<file path="src/rtl/id_pipe.sv">
// rtl/id_pipe.sv - MIPS decode stage: logic/LUI/LW decode, operand forwarding,
// load-use stall and a registered ID/EX stage with valid/ready handshake.
module id_pipe #(
  parameter int DATA_W  = 32,
  parameter int REG_AW  = 5,
  parameter int NUM_FWD = 2,
  parameter int CNT_W   = 16
) (
  input  logic                      clk,
  input  logic                      rst,
  input  logic                      flush_i,
  input  logic                      if_valid_i,
  output logic                      id_ready_o,
  input  logic [31:0]               pc_i,
  input  logic [31:0]               inst_i,
  output logic                      reg1_read_o,
  output logic                      reg2_read_o,
  output logic [REG_AW-1:0]         reg1_addr_o,
  output logic [REG_AW-1:0]         reg2_addr_o,
  input  logic [DATA_W-1:0]         reg1_data_i,
  input  logic [DATA_W-1:0]         reg2_data_i,
  input  logic [NUM_FWD-1:0]        fwd_we_i,
  input  logic [NUM_FWD-1:0]        fwd_is_load_i,
  input  logic [NUM_FWD*REG_AW-1:0] fwd_addr_i,
  input  logic [NUM_FWD*DATA_W-1:0] fwd_data_i,
  input  logic                      ex_ready_i,
  output logic                      id_valid_o,
  output logic [7:0]                aluop_o,
  output logic [2:0]                alusel_o,
  output logic [DATA_W-1:0]         reg1_o,
  output logic [DATA_W-1:0]         reg2_o,
  output logic [REG_AW-1:0]         wd_o,
  output logic                      wreg_o,
  output logic [31:0]               pc_o,
  output logic                      inst_err_o,
  output logic [CNT_W-1:0]          stall_cnt_o
);

  logic [5:0]  op, funct;
  logic [4:0]  sa;
  logic [15:0] imm;

  assign op    = inst_i[31:26];
  assign sa    = inst_i[10:6];
  assign funct = inst_i[5:0];
  assign imm   = inst_i[15:0];

  assign reg1_addr_o = REG_AW'(inst_i[25:21]);
  assign reg2_addr_o = REG_AW'(inst_i[20:16]);

  logic [7:0]        dec_aluop;
  logic [2:0]        dec_alusel;
  logic [REG_AW-1:0] dec_wd;
  logic              dec_wreg;
  logic              dec_err;
  logic [DATA_W-1:0] dec_imm;

  always_comb begin
    dec_aluop   = '0;
    dec_alusel  = '0;
    dec_wd      = '0;
    dec_wreg    = 1'b0;
    dec_err     = 1'b0;
    dec_imm     = '0;
    reg1_read_o = 1'b0;
    reg2_read_o = 1'b0;
    case (op)
      6'h00: begin
        if (sa == 5'd0 && funct >= 6'h24 && funct <= 6'h27) begin
          dec_aluop   = {2'b00, funct};
          dec_alusel  = 3'b001;
          dec_wd      = REG_AW'(inst_i[15:11]);
          dec_wreg    = 1'b1;
          reg1_read_o = 1'b1;
          reg2_read_o = 1'b1;
        end else begin
          dec_err = 1'b1;
        end
      end
      6'h0C, 6'h0D, 6'h0E: begin
        dec_aluop   = 8'h24 + {6'd0, op[1:0]};
        dec_alusel  = 3'b001;
        dec_wd      = reg2_addr_o;
        dec_wreg    = 1'b1;
        dec_imm     = {{(DATA_W-16){1'b0}}, imm};
        reg1_read_o = 1'b1;
      end
      6'h0F: begin
        dec_aluop  = 8'h25;
        dec_alusel = 3'b001;
        dec_wd     = reg2_addr_o;
        dec_wreg   = 1'b1;
        dec_imm    = {{(DATA_W-32){1'b0}}, imm, 16'h0000};
      end
      6'h23: begin
        dec_aluop   = 8'hE3;
        dec_alusel  = 3'b111;
        dec_wd      = reg2_addr_o;
        dec_wreg    = 1'b1;
        dec_imm     = {{(DATA_W-16){imm[15]}}, imm};
        reg1_read_o = 1'b1;
      end
      default: dec_err = 1'b1;
    endcase
  end

  // Scan oldest to youngest so the lowest matching index overrides.
  logic [DATA_W-1:0] src1_data, src2_data;
  logic              src1_load, src2_load;

  always_comb begin
    src1_data = reg1_data_i;
    src1_load = 1'b0;
    src2_data = reg2_data_i;
    src2_load = 1'b0;
    for (int i = NUM_FWD - 1; i >= 0; i--) begin
      if (fwd_we_i[i] && fwd_addr_i[i*REG_AW +: REG_AW] == reg1_addr_o) begin
        src1_data = fwd_data_i[i*DATA_W +: DATA_W];
        src1_load = fwd_is_load_i[i];
      end
      if (fwd_we_i[i] && fwd_addr_i[i*REG_AW +: REG_AW] == reg2_addr_o) begin
        src2_data = fwd_data_i[i*DATA_W +: DATA_W];
        src2_load = fwd_is_load_i[i];
      end
    end
    if (reg1_addr_o == '0) begin
      src1_data = '0;
      src1_load = 1'b0;
    end
    if (reg2_addr_o == '0) begin
      src2_data = '0;
      src2_load = 1'b0;
    end
  end

  logic hazard, advance, take;

  assign hazard     = if_valid_i & ((reg1_read_o & src1_load) | (reg2_read_o & src2_load));
  assign advance    = !id_valid_o | ex_ready_i;
  assign take       = if_valid_i & !hazard;
  assign id_ready_o = flush_i | (!hazard & advance);

  always_ff @(posedge clk) begin
    if (rst || flush_i || (advance && !take)) begin
      id_valid_o <= 1'b0;
      aluop_o    <= '0;
      alusel_o   <= '0;
      reg1_o     <= '0;
      reg2_o     <= '0;
      wd_o       <= '0;
      wreg_o     <= 1'b0;
      pc_o       <= '0;
      inst_err_o <= 1'b0;
    end else if (advance) begin
      id_valid_o <= 1'b1;
      aluop_o    <= dec_aluop;
      alusel_o   <= dec_alusel;
      reg1_o     <= reg1_read_o ? src1_data : '0;
      reg2_o     <= reg2_read_o ? src2_data : dec_imm;
      wd_o       <= dec_wd;
      wreg_o     <= dec_wreg;
      pc_o       <= pc_i;
      inst_err_o <= dec_err;
    end
  end

  always_ff @(posedge clk) begin
    if (rst) begin
      stall_cnt_o <= '0;
    end else if (hazard && !flush_i && stall_cnt_o != '1) begin
      stall_cnt_o <= stall_cnt_o + 1'b1;
    end
  end

endmodule

</file>
<file path="config.mk">
export PLATFORM = sky130hd
export DESIGN_NAME = id_pipe
export DESIGN_NICKNAME = d
export VERILOG_FILES = /design/src/rtl/id_pipe.sv
export SDC_FILE = /design/constraint.sdc
export NUM_CORES = 1
export LEC_CHECK = 0
export BUFFER_PORTS_ARGS = -buffer_cell sky130_fd_sc_hd__buf_2
export CAP_MARGIN = 15
export CORE_AREA = 2 2 140 142
export DETAILED_ROUTE_END_ITERATION = 16
export DIE_AREA = 0 0 142 144
export GPL_ROUTABILITY_DRIVEN = 0
export PLACE_DENSITY = 0.71
export SETUP_SLACK_MARGIN = 0.5
export SLEW_MARGIN = 20
export SYNTH_ARGS = -nofsm -noshare
export SYNTH_HDL_FRONTEND = slang
export SYNTH_SLANG_ARGS = --single-unit
</file>
<file path="constraint.sdc">
create_clock -name clk -period 5.18 [get_ports clk]
set_input_delay 0.518 -clock clk [delete_from_list [all_inputs] [get_ports clk]]
set_output_delay 0.518 -clock clk [all_outputs]
set_load 0.02 [all_outputs]
</file>
# Word level (Yosys, flattened, before mapping)
# Cells that the tools add are included.
word_totals:
  ff_bits: 131
  input_bits: 211
  output_inout_bits: 144
  elab_cells: 82
classes:
  addsub: 2
  magnitude_cmp: 2
  eq_ne: 10
  n_mux: 27
  bitwise_logic: 8
  reduce_logical: 23
ops:
  columns: ["op", "n"]
  rows:
  - ["2-to-1 mux 32 bit", 8]
  - ["case mux 32 bit (3 select lines)", 1]
  - ["case mux 8 bit (4 select lines)", 1]
  - ["== test 6 x 4 -> 1 bit (second input constant)", 4]
  - ["== test 5 bit", 4]
  - ["adder 16 x 1 -> 16 bit (second input constant)", 1]
  - ["!= test 16 bit (second input constant)", 1]
  - ["zero test 5 bit", 3]
  - ["2-to-1 mux 1 bit", 10]
  - ["case mux 5 bit (2 select lines)", 1]
  - ["logical AND 1 bit", 9]
  - ["case mux 3 bit (3 select lines)", 1]
  - ["OR reduction 4 bit", 2]
  - ["adder 6 x 2 -> 7 bit (first input constant)", 1]
  - ["== test 6 bit (second input constant)", 1]
  - ["greater-or-equal comparator 6 bit (second input constant)", 1]
  - ["<= comparator 6 bit (second input constant)", 1]
  - ["zero test 6 bit", 1]
  - ["2-to-1 mux 6 bit", 1]
  - ["case mux 1 bit (2 select lines)", 3]
  - ["AND 1 bit", 5]
  - ["2-to-1 mux 5 bit", 1]
  - ["OR reduction 5 bit", 1]
  - ["zero test 1 bit", 4]
  - ["other kinds (3)", 6]

# Logic depth before layout (Yosys ltp)
depth:
  ltp_word: 13
  ltp_mapped: 9
  mapped_depth_nobuf: 8

# Least setup slack after synthesis
# No wires, ideal clock.
synth_path:
  kind: "input to output"
  start: "in fwd_addr_i[2]"
  end: "out id_ready_o"
  t_arrival_ns: 2.198
  t_required_ns: 4.662
  setup_slack_ns: 2.464
  cell_stages: 7
  path_buffers: 1
  path_cell_list: "xor2_1 nor4_1 and3_1 mux2_2 a32oi_2 buf_2 o21a_1"
synth_via:
  elab_chain_len: 10
  word_cells_on_any_way: 15
  classes_between: "eq/ne: 2; mux: 4; bitwise: 6; reduce/logical: 3"
synth_rtl:
  columns: ["item", "line_no", "rtl"]
  rows:
  - ["start, declared", "24", "input logic [NUM_FWD*REG_AW-1:0] fwd_addr_i,"]
  - ["== test 5 bit, on equally long branches", "117, 121", null]
  - ["logical AND 1 bit, on equally long branches", "117, 121", null]
  - ["2-to-1 mux 1 bit, on equally long branches", "117, 121", null]
  - ["2-to-1 mux 1 bit, on equally long branches", "126, 130", null]
  - ["AND 1 bit", "138", "assign hazard = if_valid_i & ((reg1_read_o & src1_load) | (reg2_read_o & src2_load));"]
  - ["bitwise OR 1 bit (*)", "138", null]
  - ["AND 1 bit (*)", "138", null]
  - ["zero test 1 bit (*)", "141", "assign id_ready_o = flush_i | (!hazard & advance);"]
  - ["AND 1 bit (*)", "141", null]
  - ["bitwise OR 1 bit (*)", "141", null]
  - ["end, declared", "13", "output logic id_ready_o,"]
# Mark *: on every way between the ends. The rest lies on a longest branch, timed or not.

# Final worst setup path
layout_path:
  start: "in inst_i[6]"
  end: "out id_ready_o"
layout_via:
  elab_chain_len: 11
  word_cells_on_any_way: 13
  classes_between: "mux: 3; bitwise: 6; reduce/logical: 4"
layout_rtl:
  columns: ["item", "line_no", "rtl"]
  rows:
  - ["start, declared", "15", "input logic [31:0] inst_i,"]
  - ["zero test 5 bit (*)", "69", "if (sa == 5'd0 && funct >= 6'h24 && funct <= 6'h27) begin"]
  - ["logical AND 1 bit (*) (2 in a row)", "69", null]
  - ["2-to-1 mux 1 bit (*)", "69", null]
  - ["case mux 1 bit (2 select lines) or 2-to-1 mux 1 bit (tied branches)", "67", "case (op)"]
  - ["AND 1 bit", "138", null]
  - ["bitwise OR 1 bit (*)", "138", null]
  - ["AND 1 bit (*)", "138", null]
  - ["zero test 1 bit (*)", "141", null]
  - ["AND 1 bit (*)", "141", null]
  - ["bitwise OR 1 bit (*)", "141", null]
# Marked as above.

==> impl_metrics.json <==
{
  "number_of_cells_on_the_worst_reg_to_reg_path": 8,
  "max-slew-margin-rel_pct": 25.1,
  "fin_crit_ps": 3720,
  "initialDrtViolationCount": 342,
  "wl_met1_um": 11300,
  "layout_commonest_cell": "buf_2",
  "post-dp-hpwl_um": 20100,
  "critPathCaptureType": "primary output",
  "final_worst_clock_skew_ps": 10.6,
  "maxCapViolCount": 0,
  "cp_slowest_stage_delay_ps": 750,
  "share_comb_of_total_power_pct": 11.5,
  "part_of_the_yosys_area_used_for_sequential_elements_pct": 38.0,
  "totalWireLength_um": 26000,
  "finalNetCount": 1349,
  "path_depth": 8,
  "highest_layer": "met4",
  "cts_made_buffers": 17,
  "detailed_route_wirelength_on_metal2_um": 12700,
  "chip_height_um": 144,
  "synth.avg_cell_area_um2": 8.16,
  "vias": 7348,
  "path_class": "in -> out",
  "synth-warning-count": 0,
  "power.static_leakage_uw": 0.00412,
  "timing.hold.ws_ps": 336,
  "start_util_pct": 35.3,
  "insertion_delay_ps": 420,
  "antenna_diode_instance_count": 0,
  "internal_power_uw": 1800,
  "synth-async-reset-ratio_pct": 0,
  "power.net_switching_uw": 699,
  "timing.critical_path.max_delay_family": "simple AND/OR/NAND/NOR gates",
  "cts_num_sinks": 128,
  "post_synth_edffs": 0,
  "grt_setup_unrepaired": "false",
  "clock_power_share_pct": 48.4,
  "die_area_mm2": 0.0204,
  "gr-total-overflow": 0,
  "hold_class": "in -> reg",
  "critical-path-slowest-cell": "nor4b_1",
  "tritoncts": "yes",
  "core_area_mm2": 0.0191,
  "core.rowCount": 51,
  "crit_path_frequent_cell": "buf_2",
  "initial_antenna_violation_count": 0,
  "critical_path.startpoint_type": "primary input",
  "number_of_buffers_added_to_fix_hold_violations_after_cts": 0,
  "final_cell_mix": "buf_2, nand2_1, dfxtp_1, a21oi_1, nor2_1",
  "run_status": "completed",
  "number_of_stages_on_the_worst_hold_path": 3,
  "cp.buffers_inverters": 2,
  "remaining_drc_errors": 0,
  "root_buf_cell": "clkbuf_16",
  "report.final.slew_viol_count": 0,
  "seqPwrFrac_pct": 40.1,
  "clock_transition_at_the_registers_of_the_reported_paths_ps": 70,
  "detailed_place.area_mm2": 0.00859,
  "cp.arrival_ps": 3200,
  "global_route_wire_length_before_repair_um": 38200,
  "synthCells": 826,
  "clock_tree.buffer_depth": 2,
  "critical_path_required_ps": 4660,
  "powerDensity_mw_per_mm2": 272,
  "stdcell_area_mm2": 0.00918,
  "yosys.cell_types.count": 54,
  "detailedRoute.firstPassIterationCount": 5,
  "port_buffers": 354,
  "maximum_number_of_pins_on_one_net_before_global_route_repair": 65,
  "ys_ff_latch": 128,
  "synth_top_flop_cell": "dfxtp_1",
  "post_synth_instance_area_mm2": 0.00674,
  "post_route_cells_drive_above_1_share_pct": 36.7,
  "syn2layout_area_growth_pct": 36.1,
  "drt_wl_cell_um": 18.7,
  "worst_ir_drop_vdd_mv": 0.207,
  "multi_input_area_mm2": 0.00384,
  "post_cts_buffers": 0,
  "vias_in_the_first_global_route": 6840,
  "seq_area_mm2": 0.00256,
  "timing_hold_violations_final": 0,
  "post-route-period-util_pct": 71.8,
  "max_freq_mhz": 269,
  "htreeDepth": 4,
  "x_dimension_of_the_die_um": 142,
  "setup-tns-final_ps": 0,
  "setup_violations": 0,
  "biggest_fanout_along_the_worst_timing_path": 17,
  "met3RoutedLength_um": 1450,
  "vias_per_cell": 5.29,
  "synthesis.nets": 1038,
  "worstPathCellList": "buf_2, nor4b_1, and3b_1, nand3_2, nor2_4, a32oi_2, o21a_1, buf_2",
  "final.fill_count": 1909,
  "io_pins": 355,
  "power.share.switching_pct": 28.0,
  "total_power_uw": 2500,
  "worstMarginPinSlew_ps": 1100,
  "drtAntennaViolNets": 0,
  "global_route.usage.total_pct": 24.4,
  "postCtsResizedCells": 0
}
## power by group through the flow
stage          Sequential (µW)  Combinational, µW  Clock (µW)
2_1_floorplan             1040                121           0
3_3_place_gp              1020                283           0
3_5_place_dp              1020                286           0
4_1_cts                   1000                287        1240
5_1_grt                   1000                312        1280
6_report                  1000                287        1210
## worst min-delay path, cell delays in order
cell and delay [ps]:
buf_2 100, nand2_1 40, a21oi_1 50
## per-layer routing
layer | GRT usage [%] | vias to the layer above
met2 | 41.6 | 305
met5 | 0 | -
met4 | 8.58 | 0
li1 | - | 3592
met3 | 5.13 | 38
met1 | 30.6 | 3413
## synthesized netlist by cell type, drive strengths merged, types with 5 or more instances
master | count | share of area [%]
mux2i | 65 | 9.7
o211ai | 22 | 2.5
xor2 | 9 | 1.2
buf | 26 | 2.7
a2111oi | 9 | 1.2
nor4 | 6 | 0.74
a21oi | 79 | 6.0
clkbuf | 48 | 2.7
dfxtp | 128 | 38
inv | 5 | 0.28
a22o | 32 | 4.2
nand3 | 14 | 1.1
o21ai | 34 | 2.5
nor3 | 20 | 1.5
and3 | 6 | 0.56
or4 | 11 | 1.3
a22oi | 5 | 0.56
o31ai | 8 | 0.89
nor2b | 5 | 0.46
a211oi | 34 | 3.9
nor2 | 76 | 4.3
nand4 | 7 | 0.65
xnor2 | 12 | 1.6
nand2 | 140 | 7.8
mux2 | 6 | 1.0
## stage by stage
step	util (%)	worst slack, ps	std cells
after CTS	48.1	1410	1388
after global placement	45.0	1020	1356
after floorplan	-	2460	826
after global routing	48.1	1240	1388
final	48.1	1460	1388
after detailed placement	45.0	1010	1356
## sequential cells by signal, summed over array words and instances, names as in the netlist, 2 cells and up
signal and flops:
pc_o 32, reg1_o 32, reg2_o 32, stall_cnt_o 16
aluop_o 7, wd_o 5, alusel_o 2
## cells by family (layout without fill, tap and decap cells)
group                    count (synthesis)  in the layout  share of synthesized area, %
AND/OR/NAND/NOR                        297            297                          20.0
flip-flops                             128            128                          38.0
adder cells (fa/ha/maj)                  1              1                         0.186
XOR/XNOR                                21             21                          2.73
AO/OA/AOI/OAI                          229            229                          22.8
buffers and inverters                   79            403                          5.64
multiplexers                            71             71                          10.7
## area by class of cell
class / instances / area share [%]
Clock buffer: 17 / 4.64
Clock inverter: 15 / 1.79
Timing Repair Buffer: 366 / 20.3
Tap cell: 238 / 3.25
Multi-Input combinational cell: 619 / 41.9
Inverter: 5 / 0.205
Sequential cell: 128 / 27.9
## path summary, 6_finish.rpt
check,startpoint,end,slack [ps]
max reg2reg,stall_cnt_o[0],stall_cnt_o[14],2680
min reg2reg,pc_o[29],pc_o[29],450
min,pc_i[17],pc_o[17],340
max,inst_i[6],id_ready_o,1460
Power figures use the tool's default switching activity.
